==> src/rtl/cpu_defs_pkg.sv <==
// Shared ALU op codes and HI/LO unit state encoding for the execute stage.
package cpu_defs_pkg;

    localparam logic [7:0] ALU_MFHI  = 8'h10;
    localparam logic [7:0] ALU_MTHI  = 8'h11;
    localparam logic [7:0] ALU_MFLO  = 8'h12;
    localparam logic [7:0] ALU_MTLO  = 8'h13;
    localparam logic [7:0] ALU_MULT  = 8'h18;
    localparam logic [7:0] ALU_MULTU = 8'h19;
    localparam logic [7:0] ALU_DIV   = 8'h1A;
    localparam logic [7:0] ALU_DIVU  = 8'h1B;

    typedef enum logic [1:0] {
        StIdle,
        StBusy,
        StDone,
        StMul1
    } hiloState_e;

endpackage

==> src/rtl/hilo_muldiv_div_radix2.sv <==
// Unsigned restoring divider core, one quotient bit per cycle.
module div_radix2
    import cpu_defs_pkg::*;
#(
    parameter int unsigned WIDTH    = 32,
    parameter int unsigned DIV_ITER = 32
) (
    input  logic             clk,
    input  logic             rst,
    input  logic             start,
    input  logic             abort,
    input  logic [WIDTH-1:0] dividend,
    input  logic [WIDTH-1:0] divisor,
    output logic             done,
    output logic [WIDTH-1:0] quot,
    output logic [WIDTH-1:0] rem
);

    localparam int unsigned CntW = $clog2(DIV_ITER + 1);

    logic             busy_q;
    logic [CntW-1:0]  cnt_q;
    logic [WIDTH-1:0] rem_q;
    logic [WIDTH-1:0] quot_q;
    logic [WIDTH-1:0] divisor_q;
    logic [WIDTH:0]   remShift;
    logic [WIDTH:0]   diff;
    logic             lastStep;

    // quot_q doubles as the dividend shift register; its MSB feeds the partial remainder
    assign remShift = {rem_q, quot_q[WIDTH-1]};
    assign diff     = remShift - {1'b0, divisor_q};
    assign lastStep = busy_q && (cnt_q == CntW'(DIV_ITER - 1));

    assign done = lastStep;
    assign quot = quot_q;
    assign rem  = rem_q;

    always_ff @(posedge clk) begin
        if (rst) begin
            busy_q    <= 1'b0;
            cnt_q     <= '0;
            rem_q     <= '0;
            quot_q    <= '0;
            divisor_q <= '0;
        end else if (abort) begin
            busy_q <= 1'b0;
            cnt_q  <= '0;
        end else if (start) begin
            busy_q    <= 1'b1;
            cnt_q     <= '0;
            rem_q     <= '0;
            quot_q    <= dividend;
            divisor_q <= divisor;
        end else if (busy_q) begin
            cnt_q <= cnt_q + 1'b1;
            if (!diff[WIDTH]) begin
                rem_q  <= diff[WIDTH-1:0];
                quot_q <= {quot_q[WIDTH-2:0], 1'b1};
            end else begin
                rem_q  <= remShift[WIDTH-1:0];
                quot_q <= {quot_q[WIDTH-2:0], 1'b0};
            end
            if (lastStep) begin
                busy_q <= 1'b0;
            end
        end
    end

endmodule

==> src/rtl/hilo_muldiv.sv <==
// Execute-stage HI/LO unit: MULT/MULTU, iterative DIV/DIVU, MTHI/MTLO and the HI/LO registers.
// Optional MUL_MULTICYCLE_EN registers the product and writes HI/LO one cycle later.
module hilo_muldiv
    import cpu_defs_pkg::*;
#(
    parameter int unsigned WIDTH    = 32,
    parameter int unsigned DIV_ITER = 32
) (
    input  logic             clk,
    input  logic             rst,
    input  logic             flushE,
    input  logic [7:0]       alucontrolE,
    input  logic             hilowriteE,
    input  logic [WIDTH-1:0] srcaE,
    input  logic [WIDTH-1:0] srcbE,
    output logic             stallE,
    output logic [WIDTH-1:0] hi_o,
    output logic [WIDTH-1:0] lo_o
);

    hiloState_e         state_q;
    logic [WIDTH-1:0]   hi_q;
    logic [WIDTH-1:0]   lo_q;
    logic               negQuot_q;
    logic               negRem_q;

    logic               go;
    logic               isDiv;
    logic               isSigned;
    logic               divStart;
    logic [WIDTH-1:0]   absA;
    logic [WIDTH-1:0]   absB;
    logic [2*WIDTH-1:0] mulA;
    logic [2*WIDTH-1:0] mulB;
    logic [2*WIDTH-1:0] product;
    logic               coreDone;
    logic [WIDTH-1:0]   coreQuot;
    logic [WIDTH-1:0]   coreRem;
    logic [WIDTH-1:0]   quotFix;
    logic [WIDTH-1:0]   remFix;

    assign go       = hilowriteE & ~flushE;
    assign isDiv    = (alucontrolE == ALU_DIV) || (alucontrolE == ALU_DIVU);
    assign isSigned = (alucontrolE == ALU_DIV) || (alucontrolE == ALU_MULT);
    assign divStart = (state_q == StIdle) && go && isDiv;

    assign absA = (isSigned && srcaE[WIDTH-1]) ? -srcaE : srcaE;
    assign absB = (isSigned && srcbE[WIDTH-1]) ? -srcbE : srcbE;

    // Extending both operands to 2*WIDTH makes the truncated product correct for signed too
    assign mulA    = isSigned ? {{WIDTH{srcaE[WIDTH-1]}}, srcaE} : {{WIDTH{1'b0}}, srcaE};
    assign mulB    = isSigned ? {{WIDTH{srcbE[WIDTH-1]}}, srcbE} : {{WIDTH{1'b0}}, srcbE};
    assign product = mulA * mulB;

    assign quotFix = negQuot_q ? -coreQuot : coreQuot;
    assign remFix  = negRem_q ? -coreRem : coreRem;

    assign hi_o = hi_q;
    assign lo_o = lo_q;

`ifdef MUL_MULTICYCLE_EN
    logic [2*WIDTH-1:0] mulProd_q;
    logic               mulStart;
    assign mulStart = (state_q == StIdle) && go &&
                      ((alucontrolE == ALU_MULT) || (alucontrolE == ALU_MULTU));
`endif

    div_radix2 #(
        .WIDTH    (WIDTH),
        .DIV_ITER (DIV_ITER)
    ) u_div (
        .clk      (clk),
        .rst      (rst),
        .start    (divStart),
        .abort    (flushE && (state_q == StBusy)),
        .dividend (absA),
        .divisor  (absB),
        .done     (coreDone),
        .quot     (coreQuot),
        .rem      (coreRem)
    );

    always_comb begin
        stallE = 1'b0;
        case (state_q)
`ifdef MUL_MULTICYCLE_EN
            StIdle:  stallE = divStart | mulStart;
`else
            StIdle:  stallE = divStart;
`endif
            StBusy:  stallE = ~flushE;
            default: stallE = 1'b0;
        endcase
    end

    always_ff @(posedge clk) begin
        if (rst) begin
            state_q   <= StIdle;
            hi_q      <= '0;
            lo_q      <= '0;
            negQuot_q <= 1'b0;
            negRem_q  <= 1'b0;
`ifdef MUL_MULTICYCLE_EN
            mulProd_q <= '0;
`endif
        end else begin
            case (state_q)
                StIdle: begin
                    if (go) begin
                        case (alucontrolE)
                            ALU_MTHI: hi_q <= srcaE;
                            ALU_MTLO: lo_q <= srcaE;
                            ALU_MULT, ALU_MULTU: begin
`ifdef MUL_MULTICYCLE_EN
                                mulProd_q <= product;
                                state_q   <= StMul1;
`else
                                {hi_q, lo_q} <= product;
`endif
                            end
                            ALU_DIV, ALU_DIVU: begin
                                negQuot_q <= isSigned & (srcaE[WIDTH-1] ^ srcbE[WIDTH-1]);
                                negRem_q  <= isSigned & srcaE[WIDTH-1];
                                state_q   <= StBusy;
                            end
                            default: ;
                        endcase
                    end
                end
                StBusy: begin
                    if (flushE) begin
                        state_q <= StIdle;
                    end else if (coreDone) begin
                        state_q <= StDone;
                    end
                end
                // The dividing instruction leaves EX on this edge, so it cannot restart
                StDone: begin
                    state_q <= StIdle;
                    if (!flushE) begin
                        hi_q <= remFix;
                        lo_q <= quotFix;
                    end
                end
                StMul1: begin
                    state_q <= StIdle;
`ifdef MUL_MULTICYCLE_EN
                    if (!flushE) begin
                        {hi_q, lo_q} <= mulProd_q;
                    end
`endif
                end
                default: state_q <= StIdle;
            endcase
        end
    end

endmodule

==> config.mk <==
export PLATFORM = sky130hd
export DESIGN_NAME = hilo_muldiv
export DESIGN_NICKNAME = d
export VERILOG_FILES = /design/src/rtl/cpu_defs_pkg.sv /design/src/rtl/hilo_muldiv_div_radix2.sv /design/src/rtl/hilo_muldiv.sv
export SDC_FILE = /design/constraint.sdc
export NUM_CORES = 2
export LEC_CHECK = 0
export BUFFER_PORTS_ARGS = -buffer_cell sky130_fd_sc_hd__buf_2
export CELL_PAD_IN_SITES_DETAIL_PLACEMENT = 1
export CELL_PAD_IN_SITES_GLOBAL_PLACEMENT = 2
export CORE_ASPECT_RATIO = 1.5
export CORE_UTILIZATION = 46
export CTS_BUF_LIST = sky130_fd_sc_hd__clkbuf_4
export DETAILED_ROUTE_END_ITERATION = 10
export PLACE_DENSITY = 0.95
export REMOVE_ABC_BUFFERS = 1
export SLEW_MARGIN = 40
export SYNTH_ARGS = -nofsm -noshare
export SYNTH_HDL_FRONTEND = slang
export SYNTH_SLANG_ARGS = --single-unit
==> constraint.sdc <==
create_clock -name clk -period 22 [get_ports clk]
set_input_delay 3.3 -clock clk [delete_from_list [all_inputs] [get_ports clk]]
set_output_delay 3.3 -clock clk [all_outputs]
set_load 0.01 [all_outputs]
Word level (Yosys, flattened, before mapping)
Cells that the tools add are included.
{"block": "totals", "reg_bits": 171, "input_bits": 76, "output_inout_bits": 65, "elab_cells": 90}
{"block": "classes", "n_addsub": 6, "multipliers": 1, "n_eq_ne": 16, "muxes": 29, "bitwise_logic": 6, "reduce_logical": 22}
{"operator": "$mux 32", "n": 13}
{"operator": "$pmux 32 s2", "n": 4}
{"operator": "$mux 64", "n": 2}
{"operator": "$neg 32->32", "n": 4}
{"operator": "$mul 64x64->64", "n": 1}
{"operator": "$eq 8x5->1 const B", "n": 6}
{"operator": "$sub 33x32->33", "n": 1}
{"operator": "$mux 2", "n": 4}
{"operator": "$reduce_and 4->1", "n": 2}
{"operator": "$reduce_or 2->1", "n": 4}
{"operator": "$add 6x1->6 const B", "n": 1}
{"operator": "$eq 6x5->1 const B", "n": 1}
{"operator": "$logic_and 1x1->1", "n": 6}
{"operator": "$ne 3x1->1 const B", "n": 2}
{"operator": "$pmux 2 s3", "n": 1}
{"operator": "$reduce_and 3->1", "n": 2}
{"operator": "$eq 2x2->1 const B", "n": 2}
{"operator": "$mux 1", "n": 4}
{"operator": "$ne 2x2->1 const B", "n": 2}
{"operator": "$reduce_and 2->1", "n": 2}
{"operator": "$reduce_bool 2->1", "n": 2}
{"operator": "$and 1x1->1", "n": 3}
{"operator": "$ne 3x3->1 const B", "n": 1}
{"operator": "$reduce_or 3->1", "n": 1}
{"operator": "7 further kinds", "n": 9}

Logic depth before layout (Yosys ltp)
{"block": "depth", "word_depth": 7, "ltp_mapped": 37}

By module
From an unflattened synthesis, not the netlist that was laid out.
{"block": "unflattened", "cells_unflattened": 6810, "area_unflattened_um2": 59772.3}
{"mod": "hilo_muldiv", "n_inst": 1, "cells_per_inst": 6048, "area_per_inst_um2": 53769.1, "seq_area_each_um2": 1361.3}
{"mod": "div_radix2", "n_inst": 1, "cells_per_inst": 762, "area_per_inst_um2": 6003.3, "seq_area_each_um2": 2062.0}

Worst setup path before layout
No wires, ideal clock.
{"block": "synth_timing", "path_kind": "input -> register", "startpoint": "input alucontrolE[6]", "endpoint": "register hi_q[27], in the netlist hi_o[27]", "arrival_time_ns": 12.864, "required_time_ns": 21.868, "path_slack_ns": 9.004, "path_stages": 33, "n_path_buf": 3, "cell_sequence": "or4b_4 > nor4_4 > and2_1 > clkbuf_1 > buf_1 > nand2_1 > fa_1 > inv_1 > fa_1 > fa_1 > inv_1 > fa_1 > fa_1 > inv_1 > fa_1 > fa_1 > fa_1 > fa_1 > inv_1 > fa_1 > inv_1 > ha_1 > clkbuf_1 > a21o_1 > a21o_1 > a21oi_1 > o31ai_1 > and2_1 > a211oi_2 > o21bai_1 > a2111o_1 > a21oi_1 > nor3_1"}
{"block": "synth_between", "elab_chain_cells": 7}
{"element": "start, declared", "line": "hilo_muldiv.sv:12", "text": "input logic [7:0] alucontrolE,"}
{"element": "$eq 8x5->1 (on tied branches)", "line": "hilo_muldiv.sv:44, hilo_muldiv.sv:110"}
{"element": "$logic_or 1x1->1", "line": "hilo_muldiv.sv:44", "text": "assign isSigned = (alucontrolE == ALU_DIV) || (alucontrolE == ALU_MULT);"}
{"element": "$mux 64 (on tied branches)", "line": "hilo_muldiv.sv:51, hilo_muldiv.sv:52"}
{"element": "$mul 64x64->64", "line": "hilo_muldiv.sv:53", "text": "assign product = mulA * mulB;"}
{"element": "$pmux 32 s2", "line": "hilo_muldiv.sv:110", "text": "case (alucontrolE)"}
{"element": "$mux 32", "line": "hilo_muldiv.sv:109", "text": "if (go) begin"}
{"element": "$pmux 32 s2", "line": "hilo_muldiv.sv:107", "text": "case (state_q)"}
{"element": "end signal, assigned", "line": "hilo_muldiv.sv:111", "text": "ALU_MTHI: hi_q <= srcaE;"}
{"element": "end signal, assigned", "line": "hilo_muldiv.sv:118", "text": "{hi_q, lo_q} <= product;"}
{"element": "end signal, assigned", "line": "hilo_muldiv.sv:141", "text": "hi_q <= remFix;"}
{"element": "end, declared", "line": "hilo_muldiv.sv:22", "text": "logic [WIDTH-1:0] hi_q;"}
Parallel ways exist; a longest one is shown, timed or not. The select of a mux whose other input is x is not followed.
A chain may end at the register's enable or synchronous reset.

Worst setup path in the final report
Same ends and word-level chain as after synthesis.

==> impl_metrics.json <==
{
  "outcome": "complete, no violations",
  "crit_fanout": 28,
  "worstRegToRegCells": 14,
  "fmax_mhz": 71.5,
  "cts_hold_buf": 0,
  "final_common_cell": "inv_1",
  "drtIter0Drc": 2546,
  "r2r_end": "u_div.rem[15]",
  "wl_per_cell_um": 25.2,
  "grt_usage_pct": 33.5,
  "fin_crit_sh_pct": 63.6,
  "numCtsBuffers": 17,
  "cts_setup_buffers": 0,
  "antenna_found_initial": 5,
  "cpPeakStageDelay_ps": 910,
  "drt-pass1-iter-count": 5,
  "yosys.area_share.xor_xnor_pct": 3.77,
  "slew_viol_final": 0,
  "worstMarginPinSlew_ps": 889,
  "die_w_um": 295,
  "wl_mm": 211,
  "path_clk_slew_ps": 170,
  "synthArstFlopShare_pct": 0,
  "worstReg2RegStart": "u_div.quot[31]",
  "synth_area_mm2": 0.0594,
  "finish.utilization_pct": 48.2,
  "start_kind": "input port",
  "gp_congestion": 1.02,
  "cts_tree": "built",
  "synthMuxAreaShare_pct": 0.238,
  "fin_skew_ps": 29.1,
  "hpwl_mm": 170,
  "vias": 47000,
  "clk_latency_ps": 700,
  "clockBufferDepth": 2,
  "setup_viol": 0,
  "yosysWarnings": 0,
  "overflow": 0,
  "std_cell_rows": 161,
  "boundaryPins": 141,
  "drive_above_1_share_pct": 4.78,
  "port_buffers": 140,
  "cp.arrival_ps": 14560,
  "nets": 8466,
  "relSlewSlack_pct": 40.7,
  "post_dp_cell_area_mm2": 0.0615,
  "cts_resized": 0,
  "htreeDepth": 4,
  "coreArea_mm2": 0.128,
  "synth.distinct_cells": 96,
  "fin_setup_tns_ps": 0,
  "synth_simple_gate_area_share_pct": 13.9,
  "ys_seq_elements": 171,
  "slowest_stage": "fa_1",
  "synth_top_family_by_area": "adder cells",
  "grt_pass1_wl_mm": 326,
  "critPathMostFrequentCell": "fa_1",
  "synth_area_per_cell_um2": 8.77,
  "synth_cells": 6772,
  "ff2ff_setup_slack_ps": 18070,
  "critPathLaunch": "alucontrolE[6]",
  "drc": 0,
  "drt-vias-per-instance": 5.63,
  "rsz0062_at_grt": "no",
  "cap_violations": 0,
  "ys_seq_area_share_pct": 5.76,
  "cts.sinks": 171,
  "cts_root_buffer": "clkbuf_4",
  "grt_pass1_vias": 55100,
  "synth-compound-area-share_pct": 8.23,
  "grt_max_degree": 97,
  "start_util_pct": 46.3,
  "crit_end": "hi_o[27]",
  "final_area_mm2": 0.0619,
  "area_delta_synth_final_pct": 4.14,
  "hold_violations": 0,
  "die_y_um": 442,
  "endpoint_kind": "register",
  "layout_common_cells": "inv_1 (1638), fa_1 (1420), nand2_1 (950)",
  "required_ps": 22570,
  "yosys.area_share.adder_pct": 55.2,
  "dieArea_mm2": 0.131,
  "synth_ff_type": "dfxtp_1",
  "min_path_type": "register to register",
  "final_antenna_net_count": 0,
  "synth_edf_count": 0,
  "critical_path_class": "input port to register",
  "min_period_ps": 13990
}
[cells by family (layout without fill, tap and decap cells)]
logic type / Yosys count / after routing
buffers and inverters: 2029 / 1894
and+or+nand+nor: 1800 / 1800
adders and majority gates: 1770 / 1770
AOI/OAI and AO/OA: 735 / 735
xor gates and xnor gates: 253 / 253
DFF: 171 / 171
muxes: 14 / 14
other: 0 / 2
[metal layers]
metal / wire length [um] / part of all wire, % / vias up / global-route usage, %
met4: 16700 / 7.9 / 2 / 22.2
met5: 13 / 0.0062 / - / 0
met2: 111000 / 53 / 1549 / 60.9
li1: - / - / 19900 / -
met1: 73600 / 35 / 24800 / 36.5
met3: 9580 / 4.5 / 700 / 3.52
[stage by stage]
step	hold slack (ps)	instances	setup slack, ps
finish	463	8350	8010
global route	491	8349	7630
CTS	466	8348	8110
detailed placement	445	8316	7360
global placement	442	8314	7490
floorplan	426	6381	6060
[worst max-delay path, delay by kind of cell]
family          cells  cell delay [ps]
fa+ha+maj          11             6010
compound gates      8             2030
simple gates        6             1920
buf+inv             7             1220
[sequential cells by signal, indices dropped and copies added (netlist names)]
name	flops
u_div.rem	32
negQuot_q	1
hi_o	32
negRem_q	1
u_div.quot	32
lo_o	32
u_div.busy_q	1
state_q	2
u_div.cnt_q	6
u_div.divisor_q	32
[area by class of cell]
type	instances	area, um^2
diodes	2	5.00
clock buffers	17	128
clock inverters	15	181
fillers	15100	66400
inverters	1638	6150
multi-input cells	4572	48400
flip-flops and latches	171	3420
well taps	1711	2140
repair buffers	224	1400
[how the worst min path moves through the flow]
stage | start | end | depth (start not counted) | slack (ps)
finish | lo_o[10] | lo_o[10] | 2 | 460
global route | lo_o[16] | lo_o[16] | 2 | 490
CTS | lo_o[6] | lo_o[6] | 2 | 470
detailed placement | lo_o[6] | lo_o[6] | 2 | 440
global placement | lo_o[6] | lo_o[6] | 2 | 440
floorplan | u_div.divisor_q[31] | u_div.divisor_q[31] | 2 | 430
[cells in the mapped netlist, drive strengths merged (14+ instances only)]
| master | instances | area, um^2 |
|---|---|---|
| o21a | 19 | 143 |
| o21ai | 144 | 721 |
| xnor2 | 142 | 1240 |
| o21bai | 14 | 109 |
| or4 | 16 | 124 |
| ha | 346 | 4330 |
| a21o | 51 | 383 |
| nand2 | 951 | 3570 |
| and2 | 335 | 2100 |
| xor2 | 110 | 971 |
| a21oi | 195 | 976 |
| nor3 | 46 | 230 |
| nand4 | 21 | 138 |
| a31oi | 25 | 178 |
| a311oi | 24 | 210 |
| nor2 | 261 | 982 |
| or3 | 22 | 138 |
| and3 | 38 | 239 |
| o211ai | 30 | 225 |
| inv | 1638 | 6150 |
| fa | 1420 | 28400 |
| buf | 96 | 393 |
| nor2b | 14 | 87.6 |
| nor4 | 15 | 143 |
| nand3 | 36 | 180 |
| o41ai | 19 | 174 |
| clkbuf | 295 | 1110 |
| a211oi | 87 | 658 |
| o31ai | 32 | 245 |
| dfxtp | 171 | 3420 |
Power is not shown: default switching activity piles up to over one toggle a cycle in this logic, so the estimate is an artifact.
